[src/rtl/swap_reverse_seq_if.sv]
// Swap command bus between the region-reverse sequencer and its controller.
//   master : the sequencer. It sees start/base_addr/len/abort and drives the
//            swap command (addr_A, addr_B, swap) plus the busy/done/swap_count status.
//   slave  : the controller side. It drives the request and observes the rest.
interface swap_reverse_seq_if #(
  parameter int ADDR_WIDTH = 7
);
  logic                  start;
  logic [ADDR_WIDTH-1:0] base_addr;
  logic [ADDR_WIDTH:0]   len;
  logic                  abort;
  logic [ADDR_WIDTH-1:0] addr_A;
  logic [ADDR_WIDTH-1:0] addr_B;
  logic                  swap;
  logic                  busy;
  logic                  done;
  logic [ADDR_WIDTH-1:0] swap_count;

  modport master (
    input  start, base_addr, len, abort,
    output addr_A, addr_B, swap, busy, done, swap_count
  );

  modport slave (
    output start, base_addr, len, abort,
    input  addr_A, addr_B, swap, busy, done, swap_count
  );
endinterface

[src/rtl/swap_reverse_seq.sv]
// Reverses the region [base_addr, base_addr+len-1] of a swap-capable register
// file in place. It swaps the outermost pair first and moves inward. Each swap
// pulse is followed by a window of SWAP_CYCLES cycles in which the addresses
// stay stable.
// Ports:
//   clk   : rising-edge clock
//   reset : synchronous, active-high
//   bus   : swap_reverse_seq_if.master
//           (start/base_addr/len/abort in; addr_A/addr_B/swap/busy/done/swap_count out)
// Every output is registered. Each output register is loaded from the value
// computed for the next state, so the outputs seen in a cycle belong to the
// state the FSM is in during that cycle.
module swap_reverse_seq #(
  parameter int ADDR_WIDTH  = 7,
  parameter int SWAP_CYCLES = 3
) (
  input  logic clk,
  input  logic reset,
  swap_reverse_seq_if.master bus
);

  typedef enum logic [1:0] {S_IDLE, S_ISSUE, S_WAIT, S_DONE} state_t;

  localparam int            CW       = (SWAP_CYCLES > 1) ? $clog2(SWAP_CYCLES) : 1;
  localparam logic [CW-1:0] CNT_LOAD = CW'(SWAP_CYCLES - 1);

  state_t                r_state, w_state_nxt;
  logic [ADDR_WIDTH-1:0] r_lo, w_lo_nxt;
  logic [ADDR_WIDTH-1:0] r_hi, w_hi_nxt;
  logic [ADDR_WIDTH-1:0] r_rem, w_rem_nxt;
  logic [ADDR_WIDTH-1:0] r_count, w_count_nxt;
  logic [CW-1:0]         r_cnt, w_cnt_nxt;
  logic                  r_abort_pend, w_abort_nxt;
  logic                  r_swap, r_busy, r_done;
  logic [ADDR_WIDTH-1:0] r_addr_a, r_addr_b;

  logic                  w_adv;
  logic                  w_busy_nxt;
  logic [ADDR_WIDTH:0]   w_end;

  // Last address of the region. It is truncated to ADDR_WIDTH bits, so a
  // region that runs past the top of the address space wraps to 0.
  assign w_end = {1'b0, bus.base_addr} + bus.len - (ADDR_WIDTH+1)'(1);

  always_comb begin
    w_state_nxt = r_state;
    w_lo_nxt    = r_lo;
    w_hi_nxt    = r_hi;
    w_rem_nxt   = r_rem;
    w_count_nxt = r_count;
    w_cnt_nxt   = r_cnt;
    w_abort_nxt = r_abort_pend;
    w_adv       = 1'b0;
    case (r_state)
      S_IDLE: begin
        if (bus.start) begin
          w_lo_nxt    = bus.base_addr;
          w_hi_nxt    = w_end[ADDR_WIDTH-1:0];
          w_rem_nxt   = bus.len[ADDR_WIDTH:1];
          w_count_nxt = '0;
          w_abort_nxt = 1'b0;
          w_state_nxt = (bus.len < (ADDR_WIDTH+1)'(2)) ? S_DONE : S_ISSUE;
        end
      end
      S_ISSUE: begin
        w_cnt_nxt   = CNT_LOAD;
        w_abort_nxt = r_abort_pend | bus.abort;
        if (SWAP_CYCLES == 1) w_adv = 1'b1;
        else                  w_state_nxt = S_WAIT;
      end
      S_WAIT: begin
        w_abort_nxt = r_abort_pend | bus.abort;
        // The counter enters WAIT at SWAP_CYCLES-1 and is always at least 1.
        // The advance happens on the cycle where it reads 1, which closes the
        // window of exactly SWAP_CYCLES cycles.
        if (r_cnt > CW'(1)) w_cnt_nxt = r_cnt - CW'(1);
        else                w_adv     = 1'b1;
      end
      S_DONE: w_state_nxt = S_IDLE;
      default: w_state_nxt = S_IDLE;
    endcase

    if (w_adv) begin
      w_lo_nxt    = r_lo + ADDR_WIDTH'(1);
      w_hi_nxt    = r_hi - ADDR_WIDTH'(1);
      w_rem_nxt   = r_rem - ADDR_WIDTH'(1);
      w_count_nxt = r_count + ADDR_WIDTH'(1);
      // An abort seen during the window only takes effect here, after the
      // current swap has had its full window.
      w_state_nxt = ((r_rem == ADDR_WIDTH'(1)) || r_abort_pend || bus.abort) ? S_DONE : S_ISSUE;
    end
  end

  assign w_busy_nxt = (w_state_nxt == S_ISSUE) || (w_state_nxt == S_WAIT);

  always_ff @(posedge clk) begin
    if (reset) begin
      r_state      <= S_IDLE;
      r_lo         <= '0;
      r_hi         <= '0;
      r_rem        <= '0;
      r_count      <= '0;
      r_cnt        <= '0;
      r_abort_pend <= 1'b0;
      r_swap       <= 1'b0;
      r_busy       <= 1'b0;
      r_done       <= 1'b0;
      r_addr_a     <= '0;
      r_addr_b     <= '0;
    end else begin
      r_state      <= w_state_nxt;
      r_lo         <= w_lo_nxt;
      r_hi         <= w_hi_nxt;
      r_rem        <= w_rem_nxt;
      r_count      <= w_count_nxt;
      r_cnt        <= w_cnt_nxt;
      r_abort_pend <= w_abort_nxt;
      r_swap       <= (w_state_nxt == S_ISSUE);
      r_busy       <= w_busy_nxt;
      r_done       <= (w_state_nxt == S_DONE);
      // lo/hi do not change during WAIT, so the pair stays on the bus for the
      // whole window. The bus shows 0 outside a run.
      r_addr_a     <= w_busy_nxt ? w_lo_nxt : '0;
      r_addr_b     <= w_busy_nxt ? w_hi_nxt : '0;
    end
  end

  assign bus.swap       = r_swap;
  assign bus.busy       = r_busy;
  assign bus.done       = r_done;
  assign bus.addr_A     = r_addr_a;
  assign bus.addr_B     = r_addr_b;
  assign bus.swap_count = r_count;

endmodule

[src/flat_wrapper.sv]
// flat-port wrapper written by rule: the top's interface ports become plain ports
module swap_reverse_seq_flat 
#(
  parameter int ADDR_WIDTH  = 7,
  parameter int SWAP_CYCLES = 3
)
  (clk, reset, bus_start, bus_base_addr, bus_len, bus_abort, bus_addr_A, bus_addr_B, bus_swap, bus_busy, bus_done, bus_swap_count);
  swap_reverse_seq_if #(.ADDR_WIDTH(ADDR_WIDTH)) bus_i ();
  input  logic clk;
  input  logic reset;
  input wire logic [$bits(bus_i.start)-1:0] bus_start;
  input wire logic [$bits(bus_i.base_addr)-1:0] bus_base_addr;
  input wire logic [$bits(bus_i.len)-1:0] bus_len;
  input wire logic [$bits(bus_i.abort)-1:0] bus_abort;
  output wire logic [$bits(bus_i.addr_A)-1:0] bus_addr_A;
  output wire logic [$bits(bus_i.addr_B)-1:0] bus_addr_B;
  output wire logic [$bits(bus_i.swap)-1:0] bus_swap;
  output wire logic [$bits(bus_i.busy)-1:0] bus_busy;
  output wire logic [$bits(bus_i.done)-1:0] bus_done;
  output wire logic [$bits(bus_i.swap_count)-1:0] bus_swap_count;
  assign bus_i.start = bus_start;
  assign bus_i.base_addr = bus_base_addr;
  assign bus_i.len = bus_len;
  assign bus_i.abort = bus_abort;
  assign bus_addr_A = bus_i.addr_A;
  assign bus_addr_B = bus_i.addr_B;
  assign bus_swap = bus_i.swap;
  assign bus_busy = bus_i.busy;
  assign bus_done = bus_i.done;
  assign bus_swap_count = bus_i.swap_count;
  swap_reverse_seq #(.ADDR_WIDTH(ADDR_WIDTH), .SWAP_CYCLES(SWAP_CYCLES)) u_core (.clk(clk), .reset(reset), .bus(bus_i));
endmodule
[config.mk]
export PLATFORM = sky130hd
export DESIGN_NAME = swap_reverse_seq_flat
export DESIGN_NICKNAME = d
export VERILOG_FILES = /design/src/rtl/swap_reverse_seq_if.sv /design/src/rtl/swap_reverse_seq.sv /design/src/flat_wrapper.sv
export SDC_FILE = /design/constraint.sdc
export NUM_CORES = 1
export LEC_CHECK = 0
export CAP_MARGIN = 20
export CORE_ASPECT_RATIO = 1.25
export CORE_MARGIN = 2
export CORE_UTILIZATION = 25
export DETAILED_ROUTE_END_ITERATION = 10
export HOLD_SLACK_MARGIN = 0.06
export PLACE_DENSITY_LB_ADDON = 0.15
export SETUP_SLACK_MARGIN = 0.02
export SLEW_MARGIN = 25
export SYNTH_ARGS = -nofsm -noshare
export SYNTH_HDL_FRONTEND = slang
export SYNTH_SLANG_ARGS = --single-unit
[constraint.sdc]
create_clock -name clk -period 2.4 [get_ports clk]
set_clock_uncertainty 0.2 [all_clocks]
set_input_delay 0.48 -clock clk [delete_from_list [all_inputs] [get_ports clk]]
set_output_delay 0.48 -clock clk [all_outputs]
set_load 0.05 [all_outputs]
# Word-level counts from Yosys, hierarchy flattened
# Index checks and enable logic that the tools add are counted.
# word_totals
reg_bits,50
inputBits,19
out_inout_bits,24
word_cells,68
# op_classes
add_sub_neg,7
n_lt_le_gt_ge,2
n_eq_ne,9
mux,23
bitwise,2
reduce_logical,13
# op_table
cell,n
$mux 7,12
$sub 7x1->7 const B,3
$add 7x1->7 const B,2
$mux 2,5
$eq 2x2->1 const B,4
$lt 8x2->1 const B,1
$reduce_bool 2->1,4
$add 7x7->7,1
$eq 7x1->1 const B,1
$pmux 2 s3,1
$reduce_and 2->1,3
$eq 2x1->1 const B,2
$pmux 2 s2,1
$reduce_or 2->1,2
$logic_or 1x1->1,3
$mux 1,3
$gt 2x1->1 const B,1
$logic_not 2->1,1
$ne 2x1->1 const B,1
$ne 2x2->1 const B,1
$pmux 1 s2,1
$sub 2x1->2 const B,1
$not 1->1,1
$or 1x1->1,1

# Depth between registers and ports, before layout
# logic_depth
ltp_word,9
depth_mapped,11

# Worst setup path before layout
# Ideal clock, no wire load.
# synth_timing
kind,register -> register
start,register u_core.r_state[0]
end,"register u_core.r_addr_b[6], in the netlist u_core.bus.addr_B[6]"
setup_time_ns,0.079
arrival_ns,2.153
setup_slack_ns,-0.032
path_stages_with_launch,12
path_buffers,1
period_less_slack_ns,2.432
cell_sequence,dfxtp_1 > inv_1 > ha_1 > and2_1 > buf_2 > a41oi_1 > o21ai_0 > o21ai_0 > ha_1 > nor2_1 > nand3_1 > o211ai_1
# synth_via
elab_chain_cells,7
elab_cells_between_ends,15
# synth_lines
element,line_no,text
start: declaration,swap_reverse_seq.sv:27,"state_t r_state, w_state_nxt;"
start signal: assignment,swap_reverse_seq.sv:111,r_state <= w_state_nxt;
$eq 2x2->1 (tied with other cells),swap_reverse_seq.sv:54,case (r_state)
$pmux 2 s3 / $mux 1 (equally long branches),swap_reverse_seq.sv:54,
$mux 2,swap_reverse_seq.sv:83,if (w_adv) begin
$eq 2x1->1 / $eq 2x2->1 (equally long branches),swap_reverse_seq.sv:94,assign w_busy_nxt = (w_state_nxt == S_ISSUE) || (w_state_nxt == S_WAIT);
$logic_or 1x1->1,swap_reverse_seq.sv:94,
$not 1->1 (no line),--,
$reduce_or 2->1 (no line),--,
end signal: assignment,swap_reverse_seq.sv:124,r_addr_b <= w_busy_nxt ? w_hi_nxt : '0;
end: declaration,swap_reverse_seq.sv:35,"logic [ADDR_WIDTH-1:0] r_addr_a, r_addr_b;"
# Parallel ways exist; a longest one is shown, timed or not.
# A chain may end at the register's enable or synchronous reset.

# Worst setup path after layout
# layout_timing
start,input bus_len[6]
end,"register u_core.r_addr_b[0], in the netlist u_core.bus.addr_B[0]"
# layout_via
elab_chain_cells,9
elab_cells_between_ends,10
# layout_lines
element,line_no,text
start: declaration,flat_wrapper.sv:13,input wire logic [$bits(bus_i.len)-1:0] bus_len;
$lt 8x2->1 *,swap_reverse_seq.sv:62,w_state_nxt = (bus.len < (ADDR_WIDTH+1)'(2)) ? S_DONE : S_ISSUE;
$mux 2 *,swap_reverse_seq.sv:62,
$mux 2 *,swap_reverse_seq.sv:56,if (bus.start) begin
$pmux 2 s3 *,swap_reverse_seq.sv:54,
$mux 2 *,swap_reverse_seq.sv:83,
$eq 2x1->1 / $eq 2x2->1 (equally long branches),swap_reverse_seq.sv:94,
$logic_or 1x1->1 *,swap_reverse_seq.sv:94,
$not 1->1 (no line) *,--,
$reduce_or 2->1 (no line) *,--,
# Every way passes the cells marked *; elsewhere a longest branch is shown, timed or not.

==> metrics.md <==
| Metric | Value |
|---|---|
| Predominant post-synthesis flop cell | `dfxtp_1` |
| Pre-CTS WS | `-619 ps` |
| Final net count | `between 400 and 500` |
| Final Core Density | `0.359` |
| Top area cells in the synthesized netlist | `dfxtp_1 (37%), ha_1 (11%), nor2_1 (4.6%)` |
| Via/cell ratio | `~4.8` |
| Number of global-route vias before repair | `2,544` |
| Most common cell in the synthesized netlist | `dfxtp_1` |
| Site Rows | `42` |
| Crit path DAT | `2260 ps` |
| Endpoints failing setup | `0` |
| Synth Warn # | `0` |
| Crit Reg-Reg Startpoint | `u_core.r_state[0]$_SDFF_PP0_` |
| Avg Cell Area, Syn | `around 8.2 um^2` |
| Synth cell count leaders | `dfxtp_1 (50), nor2_1 (33), inv_1 (32)` |
| Ant diodes | `0` |
| WHS Path Cells | `2` |
| Max Fclk | `around 440 MHz` |
| Area leader, netlist | `dfxtp_1` |
| Grt ovf | `0` |
| M2 GR Usage | `0.241` |
| Critical Path Max Stage Delay | `350 ps` |
| Min-Delay Endpoint | `u_core.r_rem[5]$_SDFFE_PP0P_` |
| CP max stage cell | `ha_1` |
| Logic gate share of total power | `0.596` |
| Overall die width | `96.7 um` |
| 1st-iter DRT viols | `75` |
| Clk pwr share | `0.148` |
| Routability cong. | `approximately 0.77` |
| Port Buf Inserts | `42` |
| TritonCTS buffer count | `5` |
| Sw Share | `0.433` |
| Clock sink count | `50` |
| Final Cell Area | `~3800 um^2` |
| CP Launch Type | `input port` |
| Busiest grt layer | `met2` |
| Dpl hpwl | `roughly 6000 um` |
| Syn Nets | `about 370` |
| Stages on the worst setup path | `9` |
| Lkg Pwr | `1.59 nW` |
| Worst Path Class, Setup | `input port to flip-flop` |
| FFs w/ async S/R, synth | `0` |
| Initial antenna violation count | `0` |
| CTS tree | `built` |
| Pwr/cell area | `1300 nW/um^2` |
| Total power | `approximately 4.9 mW` |
| Layout cells sized above 1 | `0.206` |
| H-tree depth | `2` |
| CORE AREA | `about 11,000 um^2` |
| Reg2Reg Setup Slack | `around 150 ps` |
| Crit path required time | `between 2000 and 2500 ps` |
| Worst slew margin | `0.666` |
| Final hold violation count | `0` |
| Number of hold buffers added after cts | `0` |
| HP Class | `flip-flop to flip-flop` |
| Longest Clk Path Bufs | `2` |
| First-pass GRT wire length | `12,400 um` |
| Tightest Pin Transition | `~500 ps` |
| Crit. End Element | `flip-flop` |
| Post-synth EDFFs | `0` |
| Setup_tns | `0 ps` |
| Clk slew on worst S/H paths | `around 70 ps` |
| Placed cell count | `between 500 and 600` |
| Synth unique cells | `a little over 50` |
| Max VDD drop | `around 0.00051 V` |
| Root buffer cell | `clkbuf_16` |
| Fill cell count | `roughly 1,100` |
| I/O Pins | `43` |
| NetSw | `about 2.1 mW` |
| Area Overhead vs Synth | `40.5%` |
| Flops & latches, synth | `50` |
| Final WL | `about 7800 um` |
| Post-route DRC | `0` |
| Critical-path cell list | `dlygate4sd2_1 -> nor4_2 -> a41oi_2 -> o21ai_1 -> o21ai_1 -> ha_1 -> buf_4 -> buf_4 -> a211oi_1` |
| Via count | `2,613` |
| Chip Height | `about 120 um` |
| Max Cap Viol | `0` |
| Peak fanout along the critical path | `3` |
| Routed Antenna Nets | `0` |
| DR WL/cell | `around 14 um` |
| Synth top area share | `0.372` |
| Int Pwr | `between 2 and 3 mW` |
| Worst hold margin | `between 300 and 400 ps` |
| Buf/Inv on CP | `3` |
| Max Slew Vio Count | `0` |
| FF-to-FF End | `u_core.bus.addr_B[0]$_SDFF_PP0_` |
| Hold path start | `u_core.r_rem[5]$_SDFFE_PP0P_` |
| Clk_lat worst skew | `just under 300 ps` |
| Largest net degree at the start of global routing | `33` |
| Post-Syn Area | `about 2700 um^2` |
| Post-Layout Cell Count | `between 500 and 600` |
| Fin worst setup slack | `139 ps` |
| Routing usage on met3 | `0.0239` |
| Grt met1 use | `0.154` |
| Pre-antenna DRT Iters | `4` |
| Area of placed instances | `between 3000 and 4000 um^2` |
| Post-Synthesis Cells | `~330` |
| RSZ-0062 raised after global routing | `true` |
| Top delay family on crit path | `compound AO/OA/AOI/OAI gates` |
| Sequential area share after synthesis | `0.372` |
| Starting density of the core | `0.256` |
| All-layer global routing usage | `0.133` |
| Die ar. | `around 12,000 um^2` |
| Period utilization | `0.942` |
| Status | `complete, no violations` |
| Cells on worst reg2reg path | `10` |
| Sequential share of power | `0.255` |
| Final period demand of the worst path | `2260 ps` |
## power by group through the flow
stage,registers [mW],clock network (mW),logic (mW)
floorplan,1.62,0,1.27
global placement,1.27,0,2.84
detailed placement,1.27,0,2.85
CTS,1.25,0.752,2.89
global route,1.28,0.788,3.19
finish,1.25,0.729,2.93
## how the worst max path moves through the flow
stage | from | endpoint | slack (ps)
final | bus_len[6] | u_core.bus.addr_B[0]$_SDFF_PP0_ | 140
after global routing | u_core.r_state[0]$_SDFF_PP0_ | u_core.bus.addr_B[6]$_SDFF_PP0_ | -2
after CTS | bus_len[5] | u_core.r_hi[6]$_SDFF_PP0_ | 3
after detailed placement | bus_len[2] | u_core.r_hi[6]$_SDFF_PP0_ | -620
after global placement | bus_len[2] | u_core.bus.addr_B[5]$_SDFF_PP0_ | -680
after floorplan | u_core.r_state[0]$_SDFF_PP0_ | u_core.bus.addr_B[6]$_SDFF_PP0_ | 50
## area by class of cell
class,count,area [um^2],area share
tap,132,165,0.0438
timing repair buffer,91,779,0.206
sequential,50,1000,0.265
inverter,33,124,0.0328
multi-input combinational,230,1560,0.413
clock inverter,1,5.00,0.00133
clock buffer,7,143,0.0378
## flip-flops by register name, summed over array words and instances, names as in the netlist
| register | cells |
|---|---|
| u_core.bus.swap | 1 |
| u_core.r_rem | 7 |
| u_core.r_hi | 7 |
| u_core.bus.swap_count | 7 |
| u_core.r_abort_pend | 1 |
| u_core.r_lo | 7 |
| u_core.r_state | 2 |
| u_core.bus.done | 1 |
| u_core.bus.addr_B | 7 |
| u_core.bus.busy | 1 |
| u_core.r_cnt | 2 |
| u_core.bus.addr_A | 7 |
## layer usage
| metal | wire length, um | up-vias |
|---|---|---|
| met5 | 0 | - |
| met4 | 209 | 0 |
| met3 | 181 | 14 |
| met2 | 3900 | 37 |
| met1 | 3490 | 1236 |
| li1 | - | 1326 |
## worst reg2reg max path: stages, from the launching register on
cell and delay (ps):
dfxtp_1 330, inv_1 60, ha_2 200, and2_4 160, a41oi_2 160, o21ai_1 70, o21ai_1 180, ha_1 300
buf_4 150, buf_4 120, a211oi_1 230
## layout by cell type (no fill, tap or decap), drive strengths merged, types with 10 or more instances in the layout
cell	netlist	layout
dfxtp	50	50
nor2	35	35
nand2	18	18
buf	8	50
clkdlybuf4s50	0	27
clkbuf	5	12
inv	33	33
nor3	11	11
nor2b	10	10
ha	23	23
a21oi	24	24
o21ai	22	22
## kinds of logic (layout without fill, tap and decap cells)
kind of cell | Yosys count | count (layout) | share of synthesized area
flops | 50 | 50 | 0.372
buf+inv | 46 | 132 | 0.0680
xor+xnor | 5 | 5 | 0.0163
compound gates | 85 | 85 | 0.205
simple gates | 116 | 116 | 0.224
fa+ha+maj | 24 | 24 | 0.115
## what timing repair did
action | CTS | global route
hold endpoints to repair | 0 | 0
gates resized for setup | 21 | 21
pin swaps | 8 | 8
endpoints found under the setup margin | 19 | 13
buffers inserted | 2 | 1
No activity file was read; power rests on OpenSTA's default activity.
